File: src/rtl/id_inst_queue.sv
// Instruction queue between fetch and decode: DEPTH-entry circular buffer of fetch packets.
// Latency: a packet pushed at edge N is presented at the head after edge N. There is no bypass.
// Backpressure: ds_allowin is ~q_full only, so decode stalls never reach fetch combinationally.
module id_inst_queue #(
    parameter int DATA_WD = 64,
    parameter int DEPTH   = 4,
    parameter int CNT_WD  = 3
) (
    input  logic               clk,
    input  logic               reset,
    input  logic               fs_to_ds_valid,
    input  logic [DATA_WD-1:0] fs_to_ds_bus,
    output logic               ds_allowin,
    output logic               q_to_id_valid,
    output logic [DATA_WD-1:0] q_to_id_bus,
    input  logic               id_allowin,
    input  logic               flush,
    output logic [CNT_WD-1:0]  q_count,
    output logic               q_full,
    output logic               q_empty
);

    localparam int PTR_WD = (DEPTH > 1) ? $clog2(DEPTH) : 1;

    logic [DATA_WD-1:0] storage [DEPTH];
    logic [PTR_WD-1:0]  rd_ptr;
    logic [PTR_WD-1:0]  wr_ptr;
    logic [CNT_WD-1:0]  count;
    logic               push;
    logic               pop;

    // Full/empty come from the occupancy counter alone; pointers are equal in both cases.
    assign q_count       = count;
    assign q_full        = (count == CNT_WD'(DEPTH));
    assign q_empty       = (count == '0);
    assign ds_allowin    = ~q_full;
    assign q_to_id_valid = ~q_empty;
    assign q_to_id_bus   = storage[rd_ptr];

    // Flush outranks both handshakes, so an offered packet in a flush cycle is dropped.
    assign push = fs_to_ds_valid & ds_allowin & ~flush;
    assign pop  = q_to_id_valid & id_allowin & ~flush;

    // DEPTH is a power of two, so natural pointer overflow is the modulo-DEPTH wrap.
    always_ff @(posedge clk) begin
        if (reset || flush) begin
            rd_ptr <= '0;
            wr_ptr <= '0;
            count  <= '0;
        end else begin
            if (push) begin
                wr_ptr <= wr_ptr + PTR_WD'(1);
            end
            if (pop) begin
                rd_ptr <= rd_ptr + PTR_WD'(1);
            end
            case ({push, pop})
                2'b10:   count <= count + CNT_WD'(1);
                2'b01:   count <= count - CNT_WD'(1);
                default: count <= count;
            endcase
        end
    end

    // Storage carries no reset; the head is only meaningful while q_to_id_valid is high.
    always_ff @(posedge clk) begin
        if (push && !reset) begin
            storage[wr_ptr] <= fs_to_ds_bus;
        end
    end

endmodule
File: config.mk
export PLATFORM = sky130hd
export DESIGN_NAME = id_inst_queue
export DESIGN_NICKNAME = d
export VERILOG_FILES = /design/src/rtl/id_inst_queue.sv
export SDC_FILE = /design/constraint.sdc
export NUM_CORES = 1
export LEC_CHECK = 0
export ABC_AREA = 1
export CORE_UTILIZATION = 31
export DETAILED_ROUTE_END_ITERATION = 8
export PLACE_DENSITY_LB_ADDON = 0.12
export SYNTH_ARGS = -nofsm -noshare
export SYNTH_HDL_FRONTEND = slang
export SYNTH_SLANG_ARGS = --single-unit
File: constraint.sdc
create_clock -name clk -period 5.05 [get_ports clk]
set_clock_uncertainty 0.15 [all_clocks]
set_input_delay 1.2625 -clock clk [delete_from_list [all_inputs] [get_ports clk]]
set_output_delay 1.2625 -clock clk [all_outputs]
set_load 0.05 [all_outputs]
### Word-level counts from Yosys, hierarchy flattened

Memories as Yosys holds them, arrays and structs flattened. A register that Yosys moved wholly into a read port is not among the register bits.
Index checks and enable logic that the tools add are counted.
W data, S select, Z words.

* add/sub/neg operators: 4
* equality and inequality tests: 3
* mux-type cells: 5
* bitwise gates (word level): 7
* reduce and logical (&&, ||, !) cells: 5

Operators with widths (count)
* $pmux W3 S2: 1
* $add A2 B1 Y2 const B: 2
* $and A1 B1 Y1: 4
* $mux W2: 2
* $add A3 B1 Y3 const B: 1
* $eq A3 B3 Y1 const B: 1
* $logic_not A3 Y1: 1
* $not A1 Y1: 3
* $sub A3 B1 Y3 const B: 1
* $eq A2 B1 Y1 const B: 1
* $eq A2 B2 Y1 const B: 1
* $mux W1: 2
* $reduce_bool A2 Y1: 1
* $logic_and A1 B1 Y1: 1
* $logic_not A1 Y1: 1
* $logic_or A1 B1 Y1: 1

* flip-flop bits (word level): 7
* RAM bits: 256
* input port bits: 69
* output and inout bits: 71
* logic and storage cells: 28
* memories: 1

Memory list
* storage: depth 4, width 64, rd ports 1, clocked after memory_dff 1, wr ports 1, line 25 `logic [DATA_WD-1:0] storage [DEPTH];`

### Depth between registers and ports, before layout

Gate-level depths: netlist of the first run.

* word-level depth: 7
* mapped depth: 13
* mapped depth without buffers: 13

### Worst setup path before layout of the first run

OpenSTA, ideal clock, no wires.

* path type: input -> register
* start: input fs_to_ds_valid
* end: memory storage[0][0] (enable)
* setup time: 0.486 ns
* data arrival time: 4.491 ns
* data required time: 4.414 ns
* setup slack: -0.077 ns
* stages on the path: 5
* buffers on the path: 0
* cells stage by stage: inv_1 nor2_1 nand2_1 or2_1 nor2_1

* longest elaborated chain between the ends: 5

RTL lines
* from (decl): line 11 `input logic fs_to_ds_valid,`
* $and A1 B1 Y1 (2 in series): line 41 `assign push = fs_to_ds_valid & ds_allowin & ~flush;`
* $logic_and A1 B1 Y1: line 67 `if (push && !reset) begin`
* $mux W1: line 67
* $mux W1 (implied by the code): line 68 `storage[wr_ptr] <= fs_to_ds_bus;`
* to (decl): line 25

No other way between the ends.

==> results of run 1 <==
[kinds of logic (layout without fill, tap and decap cells)]
family	after synthesis	count (layout)	share of synthesized area, %
AO/OA/AOI/OAI	198	198	10.7
adder cells (fa/ha/maj)	6	6	0.824
buffers and inverters	63	230	3.69
flip-flops	265	265	78.6
other	0	1	0
AND/OR/NAND/NOR	164	164	6.25
[where the power goes]
group / internal [mW] / total [mW] / leakage [nW] / switching [mW]
logic: 0.0953 / 0.248 / 1.37 / 0.153
registers: 2.43 / 2.44 / 2.39 / 0.00549
clock network: 1.20 / 2.00 / 0.451 / 0.804
total: 3.73 / 4.69 / 4.20 / 0.962
[flip-flops by register name (all words and copies together) (netlist names), named ones only]
register / flops
storage: 256
rd_ptr: 2
q_count: 3
wr_ptr: 2
[worst max path at each step]
| stage | from | to | depth (start not counted) |
|---|---|---|---|
| 2_1_floorplan | fs_to_ds_valid | storage[0][0] | 5 |
| 3_3_place_gp | flop | q_to_id_bus[20] | 5 |
| 3_5_place_dp | flop | q_to_id_bus[20] | 5 |
| 4_1_cts | flop | q_to_id_bus[52] | 5 |
| 5_1_grt | flop | q_to_id_bus[20] | 5 |
| 6_report | flop | q_to_id_bus[52] | 5 |
[critical path, cell delays in order, from the launching register on]
cell and delay, ns:
dfxtp_2 0.51, inv_2 0.59, buf_12 0.30, o21ai_1 0.10, o22ai_1 0.25, clkdlybuf4s50_1 0.88
[cells in the final DEF (no fill, tap or decap), drive strengths merged]
cell           instances
or2                    1
diode                  1
clkdlybuf4s50        139
ha                     5
buf                   13
clkinv                10
o22ai                 64
o21ai                129
clkbuf                44
nor2                 141
fa                     1
bufinv                 1
nand2                 18
dfxtp                  9
nand3                  4
edfxtp               256
inv                   22
a21oi                  5
clkinvlp               1
[per-layer routing]
layer / GRT usage (%) / vias up / share of wire (%)
li1: - / 2888 / -
met1: 19.6 / 3007 / 47
met2: 24.0 / 141 / 47
met3: 2.53 / 34 / 4.7
met4: 3.46 / 2 / 1.6
met5: 0 / - / 0.059
[stage by stage]
| step | TNS [ns] | util [%] |
|---|---|---|
| global route | 0 | 40.2 |
| detailed placement | 0 | 37.3 |
| CTS | 0 | 40.2 |
| global placement | 0 | 37.3 |
| floorplan | -19.71 | - |
| finish | 0 | 40.2 |
[final cells by class]
class	count	area, sq um
flip-flops and latches	265	7870
repair buffers	152	1530
diodes	1	2.50
clock inverters	12	81.3
fillers	2921	18900
well taps	402	503
inverters	22	85.1
multi-input cells	368	1810
clock buffers	44	845
==> flow_summary.json, run 1 <==
{
  "grt_max_degree": 129,
  "p_leak_nw": 4.20,
  "syn_avg_cell_area_sq_um": 14.4,
  "reg2reg_to": "storage[3][54]",
  "final_nets": 914,
  "min_path_cells": 2,
  "num_rows": 65,
  "period_share_pct": 90.9,
  "slew_violations": 0,
  "ys_seq_elements": 265,
  "crit_arrival_ns": 3.18,
  "yosysWarningCount": 0,
  "min_to": "wr_ptr[1]",
  "postCtsSetupRepairBufs": 0,
  "hold_buffers": 0,
  "antenna_found_initial": 1,
  "place_area_sq_mm": 0.0118,
  "holdWs_ns": 0.367,
  "peakVddDrop_mv": 0.250,
  "wl_per_cell_um": 18.9,
  "grt_overflow": 0,
  "die_h_um": 182,
  "cts_buffer_depth": 3,
  "fmax_mhz": 218,
  "cp-end-kind": "primary output",
  "drc": 0,
  "synth_top_area_share_pct": 76.8,
  "setup_ws_ns": 0.458,
  "vias": 6072,
  "top_level_ports": 140,
  "cts_buffers": 30,
  "clk_pin_slew_ns": 0.06,
  "ant_nets": 0,
  "hp-class": "flop to flop",
  "outcome": "finished, final reports clean",
  "rsz0062_at_grt": "false",
  "via_per_inst": 4.80,
  "tritoncts": "done",
  "syn_nets": 771,
  "root_buffer": "clkbuf_16",
  "hold_path.startpoint": "wr_ptr[1]",
  "power_mw": 4.69,
  "post-place-cells": 1209,
  "synth_area_sq_mm": 0.0100,
  "gp_congestion": 0.710,
  "cap_violations": 0,
  "cts_resized": 0,
  "grt_pass1_wl_um": 36500,
  "synth_async_sr_flop_share_pct": 0,
  "regToRegSetupSlack_ns": 2.69,
  "synth.area.top_cells": "edfxtp_1 77%, nor2_1 5.3%, o22ai_1 4.0%",
  "synth_commonest_cells": "256 x edfxtp_1, 141 x nor2_1, 73 x o21ai_0",
  "pre_cts_slack_ns": 0.941,
  "synthFlopType": "edfxtp_1",
  "htreeDepth": 1,
  "dieArea_sq_mm": 0.0330,
  "start_util_pct": 31.7,
  "wl_um": 23900,
  "timing_worst_setup_path_type": "flop to primary output",
  "cp_max_fo": 35,
  "synth_cell_types": 21,
  "grt_pass1_vias": 6290,
  "final_area_sq_mm": 0.0127,
  "cp-start-kind": "flop",
  "clock_latency_ns": 0.53,
  "setup_violations": 0,
  "slew_headroom_pct": 55.0,
  "clkSinkCount": 265,
  "r2r-start": "q_count[0]",
  "io_buffers": 139,
  "dr.pass1.iters": 4,
  "yosysTopAreaCell": "edfxtp_1",
  "syn2layout_area_growth_pct": 27.0,
  "dpl.hpwl_um": 13300,
  "stdcell_count": 1266,
  "track_usage_pct": 14.4,
  "power-per-cell-area_mw_per_mm2": 369,
  "synth.most_common_cell": "edfxtp_1",
  "hold_viol_final": 0,
  "coreArea_sq_mm": 0.0316,
  "die_x_um": 182,
  "worstPathRequired_ns": 3.64,
  "yosysSeqAreaShare_pct": 78.6,
  "synth_cells": 696,
  "synth_edf_count": 256,
  "max_slew.worst_pin.slew_ns": 0.673,
  "min_period_ns": 4.59,
  "drt_iter0_markers": 349,
  "r2r.worst_path.cells": 6,
  "drive_gt1_share_pct": 7.18
}
Note: power is estimated with default switching activity, not from simulation.
==> run 2: changes to the inputs <==
--- a/config.mk
+++ b/config.mk
@@ -8,6 +8,7 @@
 export ABC_AREA = 1
 export CORE_UTILIZATION = 31
 export DETAILED_ROUTE_END_ITERATION = 8
+export GPL_TIMING_DRIVEN = 0
 export PLACE_DENSITY_LB_ADDON = 0.12
 export SYNTH_ARGS = -nofsm -noshare
 export SYNTH_HDL_FRONTEND = slang
==> flow_summary.json, run 2 (synthesis results as in run 1) <==
{
  "wl_per_cell_um": 18.6,
  "root_buffer": "clkbuf_16",
  "power-per-cell-area_mw_per_mm2": 349,
  "outcome": "finished, final reports clean",
  "cp_cell_sequence": "clkinv_1 -> clkbuf_1 -> o21ai_1 -> o22ai_1 -> clkdlybuf4s50_1",
  "cp_max_fo": 10,
  "drc": 0,
  "max_slew.worst_pin.slew_ns": 0.772,
  "drt_iter0_markers": 344,
  "clkSinkCount": 265,
  "tritoncts": "done",
  "wl_um": 24000,
  "switching_share_pct": 20.9,
  "slowest_delay_ns": 0.87,
  "hold_buffers": 0,
  "power.share.sequential_pct": 54.1,
  "largest_reg_flops": 256,
  "clock_latency_ns": 0.53,
  "slew_violations": 0,
  "num_rows": 65,
  "peakVddDrop_mv": 0.222,
  "coreArea_sq_mm": 0.0316,
  "internal_power_mw": 3.56,
  "ant_nets": 0,
  "hold_viol_final": 0,
  "timing_worst_setup_path_type": "flop to primary output",
  "crit_arrival_ns": 2.89,
  "final_nets": 949,
  "cts_resized": 0,
  "cp-start-kind": "flop",
  "vias": 6135,
  "die_x_um": 182,
  "grt_pass1_wl_um": 36400,
  "dpl.hpwl_um": 15000,
  "syn2layout_area_growth_pct": 28.8,
  "grt_max_degree": 27,
  "gp_congestion": 0.739,
  "mostFrequentLayoutCells": "256 x edfxtp_1, 139 x clkdlybuf4s50_1, 137 x nor2_1, 73 x o21ai_0, 64 x o22ai_1",
  "final_common_cell": "edfxtp_1",
  "drive_gt1_share_pct": 8.20,
  "worstPathRequired_ns": 3.64,
  "cap_violations": 0,
  "p_leak_nw": 4.29,
  "grt_pass1_vias": 6117,
  "postCtsSetupRepairBufs": 0,
  "grt_overflow": 0,
  "antennaDiodeCount": 0,
  "via_per_inst": 4.75,
  "clk_pin_slew_ns": 0.06,
  "fmax_mhz": 233,
  "io_buffers": 139,
  "hp-class": "flop to flop",
  "cp_slowest_cell": "clkdlybuf4s50_1",
  "holdWs_ns": 0.351,
  "start_util_pct": 31.7,
  "period_share_pct": 85.2,
  "pwr-share-clk_pct": 40.2,
  "antenna_found_initial": 1,
  "track_usage_pct": 14.6,
  "cts_buffer_depth": 3,
  "p_comb_share_pct": 5.6,
  "slew_headroom_pct": 48.4,
  "die_h_um": 182,
  "rsz0062_at_grt": "false",
  "fin_setup_tns_ns": 0,
  "dr.pass1.iters": 5,
  "setup_violations": 0,
  "cp-end-kind": "primary output",
  "largest_register": "storage",
  "dieArea_sq_mm": 0.0330,
  "cts_buffers": 29,
  "htreeDepth": 1,
  "min_period_ns": 4.30,
  "top_level_ports": 140,
  "p_sw_uw": 941
}
==> run 2: routing by layer <==
metal,global-route usage [%],vias up,routed length (um),share of wire [%]
met4,3.76,2,447,1.9
met3,2.79,41,1470,6.1
met2,23.9,167,11100,46
met1,20.0,2979,11000,46
li1,-,2946,-,-
met5,0,-,12,0.050
==> run 2: per-stage QoR <==
step	setup slack [ns]	power [mW]	area, sq um	utilization [%]	instances
after floorplan	-0.0770	2.60	10000	-	696
after global placement	-3.28	2.74	11900	37.6	1237
after detailed placement	1.02	2.74	12100	38.2	1245
after CTS	0.738	4.57	12900	40.8	1292
after global routing	0.627	4.66	12900	40.8	1292
final	0.749	4.50	12900	40.8	1292
==> run 2: worst paths after layout <==
path	slack [ns]	end	cells past startpoint	start
worst min-delay path	0.35	q_count[0]	2	q_count[0]
worst max-delay path	0.75	q_to_id_bus[0]	5	flop
worst max register to register	2.47	storage[1][22]	7	q_count[1]
worst min register to register	0.35	q_count[0]	2	q_count[0]
==> run 2: power groups by stage <==
stage,Sequential [mW],Combinational (mW),Clock (mW)
3_3_place_gp,2.49,0.252,0
3_5_place_dp,2.48,0.256,0
4_1_cts,2.44,0.257,1.87
2_1_floorplan,2.49,0.114,0
5_1_grt,2.44,0.270,1.95
6_report,2.44,0.254,1.81
==> run 2: worst max-delay path, delay by kind of cell (launching register included) <==
kind,cells,cell delay [ns]
buffers and inverters,3,1.65
AOI/OAI and AO/OA,2,0.40
DFF,1,0.31
==> run 2: layout make-up <==
| cell class | instances | area (sq um) |
|---|---|---|
| fillers | 2948 | 18700 |
| flip-flops and latches | 265 | 7870 |
| multi-input cells | 368 | 1810 |
| repair buffers | 147 | 1550 |
| clock buffers | 34 | 744 |
| well taps | 402 | 503 |
| plain buffers | 41 | 284 |
| inverters | 22 | 85.1 |
| clock inverters | 13 | 52.6 |
